`src/rtl/mem_port_arbiter_pkg.sv`:
```
// Shared encodings and helpers for the IF/DM memory port arbiter.
// Latency: n/a (types and constants only).
// Backpressure: n/a.
package mem_port_arbiter_pkg;

  // Arbiter FSM state encodings
  typedef enum logic [1:0] {
    ARB_IDLE = 2'd0,
    ARB_WAIT = 2'd1,
    ARB_RESP = 2'd2
  } arb_state_e;

  // Read owner encodings
  localparam logic OWN_IF = 1'b0;
  localparam logic OWN_DM = 1'b1;

  // Bits needed to hold the values 0..max_val inclusive
  function automatic int cnt_width(input int max_val);
    return (max_val < 2) ? 1 : $clog2(max_val + 1);
  endfunction

endpackage

```
`src/rtl/mem_arb_starve_cnt.sv`:
```
// Saturating count of consecutive IF arbitration losses; at_max forces an IF win.
// Latency: registered count, at_max reflects the previous cycles' history.
// Backpressure: none; clear has priority over increment.
module mem_arb_starve_cnt #(
  parameter int MAX = 4
) (
  input  logic clk,
  input  logic rst,
  input  logic clr,
  input  logic inc,
  output logic at_max
);
  import mem_port_arbiter_pkg::*;

  localparam int W = cnt_width(MAX);

  logic [W-1:0] cnt_q, cnt_d;

  // Next count: clear wins, otherwise increment until saturated
  always_comb begin
    cnt_d = cnt_q;
    if (clr) begin
      cnt_d = '0;
    end else if (inc && (cnt_q != W'(MAX))) begin
      cnt_d = cnt_q + W'(1);
    end
  end

  // Count register
  always_ff @(posedge clk) begin
    if (rst) begin
      cnt_q <= '0;
    end else begin
      cnt_q <= cnt_d;
    end
  end

  assign at_max = (cnt_q == W'(MAX));

endmodule

```
`src/rtl/mem_port_arbiter.sv`:
```
// Shares one fixed-latency single-port memory between IF fetch and DM load/store; optional MEM_ARB_PERF_EN adds stall counters.
// Latency: grant is combinational in the issue cycle; read data returns MEM_LAT cycles later; writes complete in the issue cycle.
// Backpressure: one access in flight; requesters hold req until gnt, DM wins unless IF has lost STARVE_MAX times in a row.
module mem_port_arbiter #(
  parameter int ADDR_W     = 32,
  parameter int DATA_W     = 32,
  parameter int MEM_LAT    = 2,
  parameter int STARVE_MAX = 4
) (
  input  logic                clk,
  input  logic                rst,
  input  logic                if_req,
  input  logic [ADDR_W-1:0]   if_addr,
  output logic                if_gnt,
  output logic                if_rvalid,
  output logic [DATA_W-1:0]   if_rdata,
  input  logic                dm_req,
  input  logic                dm_we,
  input  logic [ADDR_W-1:0]   dm_addr,
  input  logic [DATA_W-1:0]   dm_wdata,
  input  logic [DATA_W/8-1:0] dm_be,
  output logic                dm_gnt,
  output logic                dm_rvalid,
  output logic [DATA_W-1:0]   dm_rdata,
  output logic                mem_en,
  output logic                mem_we,
  output logic [ADDR_W-1:0]   mem_addr,
  output logic [DATA_W-1:0]   mem_wdata,
  output logic [DATA_W/8-1:0] mem_be,
  input  logic [DATA_W-1:0]   mem_rdata,
`ifdef MEM_ARB_PERF_EN
  output logic [31:0]         perf_if_stall,
  output logic [31:0]         perf_dm_stall,
`endif
  output logic                busy
);
  import mem_port_arbiter_pkg::*;

  localparam int LAT_W = cnt_width(MEM_LAT - 1);

  arb_state_e       state_q, state_d;
  logic             owner_q, owner_d;
  logic [LAT_W-1:0] lat_cnt_q, lat_cnt_d;

  logic starve_at_max;
  logic if_win;
  logic dm_win;
  logic issue_rd;

  // Arbitration: only in IDLE and never during reset; DM wins unless IF is starved
  always_comb begin
    if_win = 1'b0;
    dm_win = 1'b0;
    if ((state_q == ARB_IDLE) && !rst) begin
      if (dm_req && !(starve_at_max && if_req)) begin
        dm_win = 1'b1;
      end else if (if_req) begin
        if_win = 1'b1;
      end
    end
  end

  assign issue_rd = if_win | (dm_win & ~dm_we);

  // Starvation tracking: IF losses to DM count up, an IF grant or idle IF clears
  mem_arb_starve_cnt #(
    .MAX (STARVE_MAX)
  ) u_starve (
    .clk    (clk),
    .rst    (rst),
    .clr    (~if_req | if_win),
    .inc    (dm_win & if_req),
    .at_max (starve_at_max)
  );

  // State register: owner and latency counter travel with the FSM state
  always_ff @(posedge clk) begin
    if (rst) begin
      state_q   <= ARB_IDLE;
      owner_q   <= OWN_IF;
      lat_cnt_q <= '0;
    end else begin
      state_q   <= state_d;
      owner_q   <= owner_d;
      lat_cnt_q <= lat_cnt_d;
    end
  end

  // Next state: reads wait out the memory latency, writes never leave IDLE
  always_comb begin
    state_d   = state_q;
    owner_d   = owner_q;
    lat_cnt_d = lat_cnt_q;
    case (state_q)
      ARB_IDLE: begin
        if (issue_rd) begin
          owner_d = dm_win ? OWN_DM : OWN_IF;
          if (MEM_LAT == 1) begin
            state_d = ARB_RESP;
          end else begin
            state_d   = ARB_WAIT;
            lat_cnt_d = LAT_W'(1);
          end
        end
      end
      ARB_WAIT: begin
        if (lat_cnt_q == LAT_W'(MEM_LAT - 1)) begin
          state_d   = ARB_RESP;
          lat_cnt_d = '0;
        end else begin
          lat_cnt_d = lat_cnt_q + LAT_W'(1);
        end
      end
      ARB_RESP: begin
        state_d = ARB_IDLE;
      end
      default: begin
        state_d   = ARB_IDLE;
        lat_cnt_d = '0;
      end
    endcase
  end

  // Outputs: memory port mirrors the winner; read data is routed to the registered owner
  always_comb begin
    if_gnt    = if_win;
    dm_gnt    = dm_win;
    mem_en    = if_win | dm_win;
    mem_we    = dm_win & dm_we;
    mem_addr  = '0;
    mem_wdata = '0;
    mem_be    = '0;
    if (dm_win) begin
      mem_addr  = dm_addr;
      mem_wdata = dm_wdata;
      mem_be    = dm_be;
    end else if (if_win) begin
      mem_addr = if_addr;
      mem_be   = '1;
    end
    if_rvalid = (state_q == ARB_RESP) && !rst && (owner_q == OWN_IF);
    dm_rvalid = (state_q == ARB_RESP) && !rst && (owner_q == OWN_DM);
    if_rdata  = mem_rdata;
    dm_rdata  = mem_rdata;
    busy      = (state_q != ARB_IDLE) && !rst;
  end

`ifdef MEM_ARB_PERF_EN
  logic [31:0] perf_if_stall_q, perf_if_stall_d;
  logic [31:0] perf_dm_stall_q, perf_dm_stall_d;

  // Stall counters: one per requester, counting cycles of request without grant
  always_comb begin
    perf_if_stall_d = perf_if_stall_q + ((if_req && !if_gnt) ? 32'd1 : 32'd0);
    perf_dm_stall_d = perf_dm_stall_q + ((dm_req && !dm_gnt) ? 32'd1 : 32'd0);
  end

  // Stall counter registers, wrapping naturally at 2^32
  always_ff @(posedge clk) begin
    if (rst) begin
      perf_if_stall_q <= '0;
      perf_dm_stall_q <= '0;
    end else begin
      perf_if_stall_q <= perf_if_stall_d;
      perf_dm_stall_q <= perf_dm_stall_d;
    end
  end

  assign perf_if_stall = perf_if_stall_q;
  assign perf_dm_stall = perf_dm_stall_q;
`endif

endmodule

```
`config.mk`:
```
export PLATFORM = sky130hd
export DESIGN_NAME = mem_port_arbiter
export DESIGN_NICKNAME = d
export VERILOG_FILES = /design/src/rtl/mem_port_arbiter_pkg.sv /design/src/rtl/mem_arb_starve_cnt.sv /design/src/rtl/mem_port_arbiter.sv
export SDC_FILE = /design/constraint.sdc
export NUM_CORES = 1
export LEC_CHECK = 0
export BUFFER_PORTS_ARGS = -buffer_cell sky130_fd_sc_hd__buf_2
export CORE_AREA = 5 5 104 106
export DETAILED_ROUTE_END_ITERATION = 16
export DIE_AREA = 0 0 109 111
export PLACE_DENSITY = 0.52
export REMOVE_ABC_BUFFERS = 1
export SLEW_MARGIN = 40
export SYNTH_ARGS = -nofsm -noshare
export SYNTH_HDL_FRONTEND = slang
export SYNTH_SLANG_ARGS = --single-unit
export TNS_END_PERCENT = 1
```
`constraint.sdc`:
```
create_clock -name clk -period 5.7 [get_ports clk]
set_input_delay 1.71 -clock clk [delete_from_list [all_inputs] [get_ports clk]]
set_output_delay 1.71 -clock clk [all_outputs]
set_load 0.03 [all_outputs]
```
# After elaboration in Yosys (flattened, before gate mapping)
# Index checks and enable logic that the tools add are counted.
# op_classes
add_sub_neg	2
eq_ne	6
mux	17
n_bitwise	10
reduce_logical	16
# ops
op	n
32-bit two-way mux	3
1-bit logical AND	8
1-bit two-way mux	8
4-bit two-way mux	2
2-bit AND reduction	3
2-bit two-way mux	2
2-bit != test (second input constant)	2
1-bit NOT	4
2-bit case mux with 2 select lines	1
3-bit by 1-bit adder with 3-bit output (second input constant)	1
1-bit bitwise AND	3
3-bit == test (second input constant)	1
3-bit != test (second input constant)	1
1-bit bitwise OR	3
1-bit case mux with 3 select lines	1
2-bit by 1-bit == test with 1-bit output (second input constant)	1
2-bit == test (second input constant)	1
1-bit zero test	2
2-bit zero test	1
2-bit nonzero test	1
2-bit OR reduction	1
1-bit adder (second input constant)	1
# totals
regBits	7
output_inout_bits	139
elab_cells	55

# Longest topological paths before layout
# Gate-level depths: netlist of the first run.
# logic_depth
word_depth	10
ltp_mapped	8
ltp_nobuf	5

# Cells and area by module
# A second synthesis of the first run with hierarchy kept.
# unflattened
hier_cells	191
hier_area_um2	1522.7
# modules_own_cells
mod	instances	cells_per_inst	area_each_um2	seq_area_each_um2
mem_port_arbiter	1	173	1335.0	80.1
mem_arb_starve_cnt	1	18	187.7	60.1

# Worst setup path before layout of the first run
# No wires, ideal clock.
# synth_timing
path_type	input-to-output
start	input rst
end	output mem_be[0]
t_arrival_ns	3.102
path_slack_ns	0.888
path_stages	3
n_path_buf	1
cell_sequence	buf_2 nor3_1 a21o_1
# synth_between
elab_chain_cells	5
word_cells_on_any_way	6
cone_classes	mux: 4; reduce/logical: 2
# synth_lines
item	line	source
start, declared	mem_port_arbiter.sv:11	input logic rst,
1-bit zero test *	mem_port_arbiter.sv:54	if ((state_q == ARB_IDLE) && !rst) begin
1-bit logical AND *	mem_port_arbiter.sv:54	
1-bit two-way mux	mem_port_arbiter.sv:54	
4-bit two-way mux	mem_port_arbiter.sv:137	end else if (if_win) begin
4-bit two-way mux *	mem_port_arbiter.sv:133	if (dm_win) begin
end, declared	mem_port_arbiter.sv:29	output logic [DATA_W/8-1:0] mem_be,
# Every way passes the cells marked *; elsewhere a longest branch is shown, timed or not.

# Worst setup path after layout of the first run
# layout_timing
start	input rst
end	output mem_addr[20]
# layout_between
elab_chain_cells	5
word_cells_on_any_way	6
cone_classes	mux: 4; reduce/logical: 2
# layout_lines
item	line	source
1-bit zero test *	mem_port_arbiter.sv:54	
1-bit logical AND *	mem_port_arbiter.sv:54	
1-bit two-way mux	mem_port_arbiter.sv:54	
32-bit two-way mux	mem_port_arbiter.sv:137	
32-bit two-way mux *	mem_port_arbiter.sv:133	
end, declared	mem_port_arbiter.sv:27	output logic [ADDR_W-1:0] mem_addr,
# Marked as above.

==> impl_metrics.env, run 1 <==
export IMPL_gr_total_overflow=0
export IMPL_timing_fmax_mhz=198.2
export IMPL_grtUsageTotal_pct=11.73
export IMPL_yosysWarnings=0
export IMPL_dpl_hpwl_um=6886
export IMPL_first_pass_iters=4
export IMPL_ant_nets=0
export IMPL_outcome="finished clean"
export IMPL_crit_arrival_ns=3.34
export IMPL_setup_tns_ns=0
export IMPL_insertion_delay_ns=0.23
export IMPL_area_delta_synth_final_pct=38.77
export IMPL_initial_core_util_pct=15.13
export IMPL_drtIter0Drc=99
export IMPL_fp_row_count=36
export IMPL_pin_count=276
export IMPL_reg2reg_slack_ns=4.13
export IMPL_relSlewSlack_pct=57.27
export IMPL_grt_pass1_wl_um=10510
export IMPL_die_h_um=111
export IMPL_power_leakage_nw=1.209
export IMPL_cp_slowest_stage_delay_ns=0.62
export IMPL_hold_class="register to register"
export IMPL_htree_num_levels=1
export IMPL_netlist_instances=189
export IMPL_synthArstFlopShare_pct=0
export IMPL_critPathTopFamily="simple AND/OR/NAND/NOR gates"
export IMPL_synth_edf_count=0
export IMPL_required_ns=3.99
export IMPL_synth_ff_type="dfxtp_1"
export IMPL_post_synth_num_cell_types=29
export IMPL_layout_common_cells="buf_2 (179), and2_1 (33), a22o_1 (32)"
export IMPL_globalplace_congestion=0.7928
export IMPL_drc=0
export IMPL_worst_setup_path_end_kind="output pin"
export IMPL_core_area_um2=9684
export IMPL_fin_crit_ns=5.046
export IMPL_antenna_cells=0
export IMPL_avgSynthCellArea_um2=7.752
export IMPL_top_layer="met5"
export IMPL_powerDensity_nw_per_um2=151.8
export IMPL_viasPerCell=4.134
export IMPL_ys_ff_latch=7
export IMPL_clk_pin_slew_ns=0.04
export IMPL_r2r_cells=5
export IMPL_cts_tree="built"
export IMPL_vias=1786
export IMPL_ctsHoldBuffers=0
export IMPL_report_final_slew_viol_count=0
export IMPL_final_hold_violation_count=0
export IMPL_rsz0062_at_grt="no"
export IMPL_maxCapViolations=0
export IMPL_design_area_um2=2033
export IMPL_final_common_cell="buf_2"
export IMPL_crit_chain="buf_2 -> nor2b_1 -> and3_2 -> buf_4 -> a22o_1 -> buf_2"
export IMPL_cts_resized=0
export IMPL_skew_ns=0.003020
export IMPL_place_port_buffers=179
export IMPL_grt_pass1_vias=1749
export IMPL_routedWlPerCell_um=18.92
export IMPL_numCtsBuffers=3
export IMPL_setup_viol=0
export IMPL_synth_area_um2=1465
export IMPL_peakVddDrop_mv=0.04717
export IMPL_wl_um=8175
export IMPL_hold_start="u_starve.cnt_q[0]"
export IMPL_startpoint_type="primary input"
export IMPL_postCtsSetupBuffers=0
export IMPL_worst_pin_slew_ns=0.6409
export IMPL_routed_wl_met2_um=3314
export IMPL_fin_nets=439
export IMPL_cts_sinks=7
export IMPL_path_buf_inv=3
export IMPL_holdPathStages=2
export IMPL_antenna_found_initial=0
export IMPL_cp_common_cell="buf_2"
export IMPL_layout_drive_gt1_share_pct=62.88
export IMPL_rr_startpoint="u_starve.cnt_q[0]"
export IMPL_wl_met1_um=3166
export IMPL_r2r_end="state_q[0]"
export IMPL_cts_buffer_depth=2
export IMPL_root_buffer="clkbuf_8"
export IMPL_place_area_um2=1988
export IMPL_dr_wl_met3_um=1613
export IMPL_min_to="u_starve.cnt_q[0]"
export IMPL_path_class="primary input to output pin"
export IMPL_dieArea_um2=12100
export IMPL_die_w_um=109
export IMPL_crit_slowest_cell="and3_2"
export IMPL_grt_max_degree=40
export IMPL_period_share_pct=88.53
export IMPL_yosysSeqAreaShare_pct=9.564
export IMPL_crit_fanout=39
[logic make-up (layout without fill, tap and decap cells)]
logic type / count (synthesis) / count (layout) / share of synthesized area [%]
fa+ha+maj: 2 / 2 / 1.708
flops: 7 / 7 / 9.564
compound gates: 46 / 46 / 25.36
simple gates: 55 / 55 / 23.91
buf+inv: 79 / 189 / 39.45
[cells in the mapped netlist (3+ instances only)]
| library cell | number | area, um^2 |
|---|---|---|
| a21o_1 | 4 | 30.03 |
| nor2_1 | 3 | 11.26 |
| a22o_1 | 32 | 280.3 |
| buf_6 | 4 | 45.04 |
| nand2b_1 | 3 | 18.77 |
| buf_2 | 6 | 30.03 |
| nand3_1 | 3 | 15.01 |
| buf_4 | 65 | 488.0 |
| a21oi_1 | 5 | 25.02 |
| and2_1 | 33 | 206.5 |
| dfxtp_1 | 7 | 140.1 |
[sequential cells by signal (all words and copies together), names as in the netlist]
name and count:
state_q 2, u_starve.cnt_q 3, owner_q 1, lat_cnt_q 1
[cell type report]
class	count	area, um^2
clock buffer	4	45.04
fill	1083	7651
inverter	2	7.507
multi-input combinational	103	748.2
sequential	7	140.1
tap	133	166.4
timing repair buffer	183	925.9
[how the worst max path moves through the flow]
stage | from | endpoint | slack, ns | cells past startpoint
final | rst | mem_addr[20] | 0.65 | 6
after global routing | rst | mem_wdata[31] | 0.55 | 6
after CTS | rst | mem_addr[20] | 0.64 | 6
after detailed placement | rst | mem_addr[20] | 0.66 | 6
after global placement | rst | mem_addr[20] | 0.69 | 6
after floorplan | dm_req | mem_addr[0] | 0.45 | 3
[power breakdown]
group | switching [W] | internal, W
Combinational | 0.000113 | 0.0000705
Clock | 0.0000232 | 0.0000485
Sequential | 0.00000209 | 0.0000517
Total | 0.000138 | 0.000171
[worst min-delay path, delay by kind of cell (launching register included)]
| kind | cells | cell delay (ns) |
|---|---|---|
| and+or+nand+nor | 1 | 0.05 |
| AOI/OAI and AO/OA | 1 | 0.05 |
| DFF | 1 | 0.31 |
[routing by layer]
layer,global-route usage [%],up-vias
li1,-,810
met1,12.81,787
met2,17.12,177
met3,9.843,10
met4,1.684,2
met5,7.143,-
[stage by stage]
step,instances,utilization (%),hold WS [ns],setup WS (ns),power [W]
2_1_floorplan,112,-,0.4486,0.4454,0.0001625
3_3_place_gp,428,20.53,0.4603,0.6875,0.0002382
3_5_place_dp,428,20.53,0.4684,0.6568,0.0002391
4_1_cts,432,20.99,0.4756,0.6370,0.0003126
5_1_grt,432,20.99,0.5093,0.5492,0.0003271
6_report,432,20.99,0.4734,0.6540,0.0003086
(Power assumes the default switching activity.)
==> run 2: changes to the inputs <==
--- a/config.mk
+++ b/config.mk
@@ -9,7 +9,6 @@
 export CORE_AREA = 5 5 104 106
 export DETAILED_ROUTE_END_ITERATION = 16
 export DIE_AREA = 0 0 109 111
-export PLACE_DENSITY = 0.52
 export REMOVE_ABC_BUFFERS = 1
 export SLEW_MARGIN = 40
 export SYNTH_ARGS = -nofsm -noshare
==> impl_metrics.env, run 2 (same netlist as run 1, synthesis figures left out) <==
export IMPL_cp_common_cell="buf_2"
export IMPL_rsz0062_at_grt="no"
export IMPL_reg_top3="u_starve.cnt_q (3), state_q (2)"
export IMPL_core_area_um2=9684
export IMPL_layout_common_cells="buf_2 (179), and2_1 (33), a22o_1 (32)"
export IMPL_setup_tns_ns=0
export IMPL_post_route_util_pct=20.92
export IMPL_initial_core_util_pct=15.13
export IMPL_routedWlPerCell_um=18.40
export IMPL_cts_buffer_depth=2
export IMPL_required_ns=3.99
export IMPL_timing_fmax_mhz=203.2
export IMPL_power_leakage_nw=1.203
export IMPL_setup_viol=0
export IMPL_crit_fanout=37
export IMPL_period_share_pct=86.33
export IMPL_ant_nets=0
export IMPL_cts_tree="built"
export IMPL_rr_startpoint="u_starve.cnt_q[0]"
export IMPL_hold_start="u_starve.cnt_q[1]"
export IMPL_grt_pass1_wl_um=10780
export IMPL_wl_um=7929
export IMPL_final_hold_violation_count=0
export IMPL_reg2reg_slack_ns=4.15
export IMPL_htree_num_levels=1
export IMPL_whs_ns=0.4728
export IMPL_outcome="finished clean"
export IMPL_dieArea_um2=12100
export IMPL_powerDensity_nw_per_um2=151.1
export IMPL_report_final_slew_viol_count=0
export IMPL_path_buf_inv=3
export IMPL_worst_setup_path_end_kind="output pin"
export IMPL_crit_arrival_ns=3.21
export IMPL_clk_pin_slew_ns=0.04
export IMPL_largest_register_ffs=3
export IMPL_fillers=1088
export IMPL_drtIter0Drc=111
export IMPL_first_pass_iters=6
export IMPL_cp_slowest_stage_delay_ns=0.44
export IMPL_cts_resized=0
export IMPL_globalplace_congestion=0.8576
export IMPL_postCtsSetupBuffers=0
export IMPL_worst_pin_slew_ns=0.6086
export IMPL_dpl_hpwl_um=6639
export IMPL_die_w_um=109
export IMPL_gr_total_overflow=0
export IMPL_path_class="primary input to output pin"
export IMPL_vias=1786
export IMPL_viasPerCell=4.144
export IMPL_place_port_buffers=179
export IMPL_maxCapViolations=0
export IMPL_fp_row_count=36
export IMPL_fin_crit_ns=4.921
export IMPL_crit_slowest_cell="and3_2"
export IMPL_grt_pass1_vias=1794
export IMPL_fin_nets=438
export IMPL_antenna_found_initial=0
export IMPL_root_buffer="clkbuf_8"
export IMPL_regMostFlops="u_starve.cnt_q"
export IMPL_ctsHoldBuffers=0
export IMPL_drc=0
export IMPL_hold_class="register to register"
export IMPL_startpoint_type="primary input"
export IMPL_antenna_cells=0
export IMPL_relSlewSlack_pct=59.11
export IMPL_die_h_um=111
export IMPL_startpoint="rst"
export IMPL_numCtsBuffers=3
export IMPL_grt_max_degree=38
export IMPL_crit_chain="buf_2 -> nor2b_1 -> and3_2 -> buf_4 -> a22o_1 -> buf_2"
export IMPL_grtUsageTotal_pct=11.82
export IMPL_layout_drive_gt1_share_pct=62.75
export IMPL_skew_ns=0.003992
export IMPL_pin_count=276
export IMPL_cts_sinks=7
export IMPL_total_power_w=0.0003060
export IMPL_critPathTopFamily="buffers and inverters"
export IMPL_final_common_cell="buf_2"
export IMPL_area_delta_synth_final_pct=38.26
export IMPL_peakVddDrop_mv=0.05630
export IMPL_insertion_delay_ns=0.23
## run 2: final timing paths
path / to / depth (start not counted)
hold / removal: u_starve.cnt_q[1] / 2
setup / recovery: mem_addr[25] / 6
hold reg to reg: u_starve.cnt_q[1] / 2
setup reg to reg: lat_cnt_q / 5
## run 2: worst register-to-register path: cells and delay by family (launching register included)
family / cells / cell delay, ns
DFF: 1 / 0.35
adders and majority gates: 1 / 0.22
AOI/OAI and AO/OA: 3 / 0.79
buffers and inverters: 1 / 0.07
## run 2: final cells by class
cell class | count | area (um^2) | share of cell area, %
multi-input cells | 103 | 748.2 | 36.94
well taps | 133 | 166.4 | 8.215
flip-flops and latches | 7 | 140.1 | 6.918
clock buffers | 4 | 45.04 | 2.224
inverters | 2 | 7.507 | 0.3706
repair buffers | 182 | 918.4 | 45.34
## run 2: metrics by stage
stage | cells | setup WS [ns] | instance area [um^2]
2_1_floorplan | 112 | 0.4454 | 894.6
6_report | 431 | 0.7790 | 2026
3_3_place_gp | 427 | 0.8103 | 1981
4_1_cts | 431 | 0.7469 | 2026
5_1_grt | 431 | 0.6301 | 2026
3_5_place_dp | 427 | 0.7495 | 1981
## run 2: where the power goes
group / internal, W / leakage, nW / total (W) / switching (W)
Combinational: 0.0000700 / 1.12 / 0.000182 / 0.000112
Sequential: 0.0000517 / 0.0571 / 0.0000540 / 0.00000224
Clock: 0.0000484 / 0.0228 / 0.0000705 / 0.0000221
## run 2: metal layers
| metal | global-route usage, % | vias up | wire length, um |
|---|---|---|---|
| li1 | - | 808 | - |
| met5 | 8.482 | - | 0 |
| met4 | 1.599 | 0 | 18 |
| met1 | 13.96 | 786 | 3118 |
| met3 | 9.435 | 4 | 1542 |
| met2 | 16.26 | 188 | 3249 |
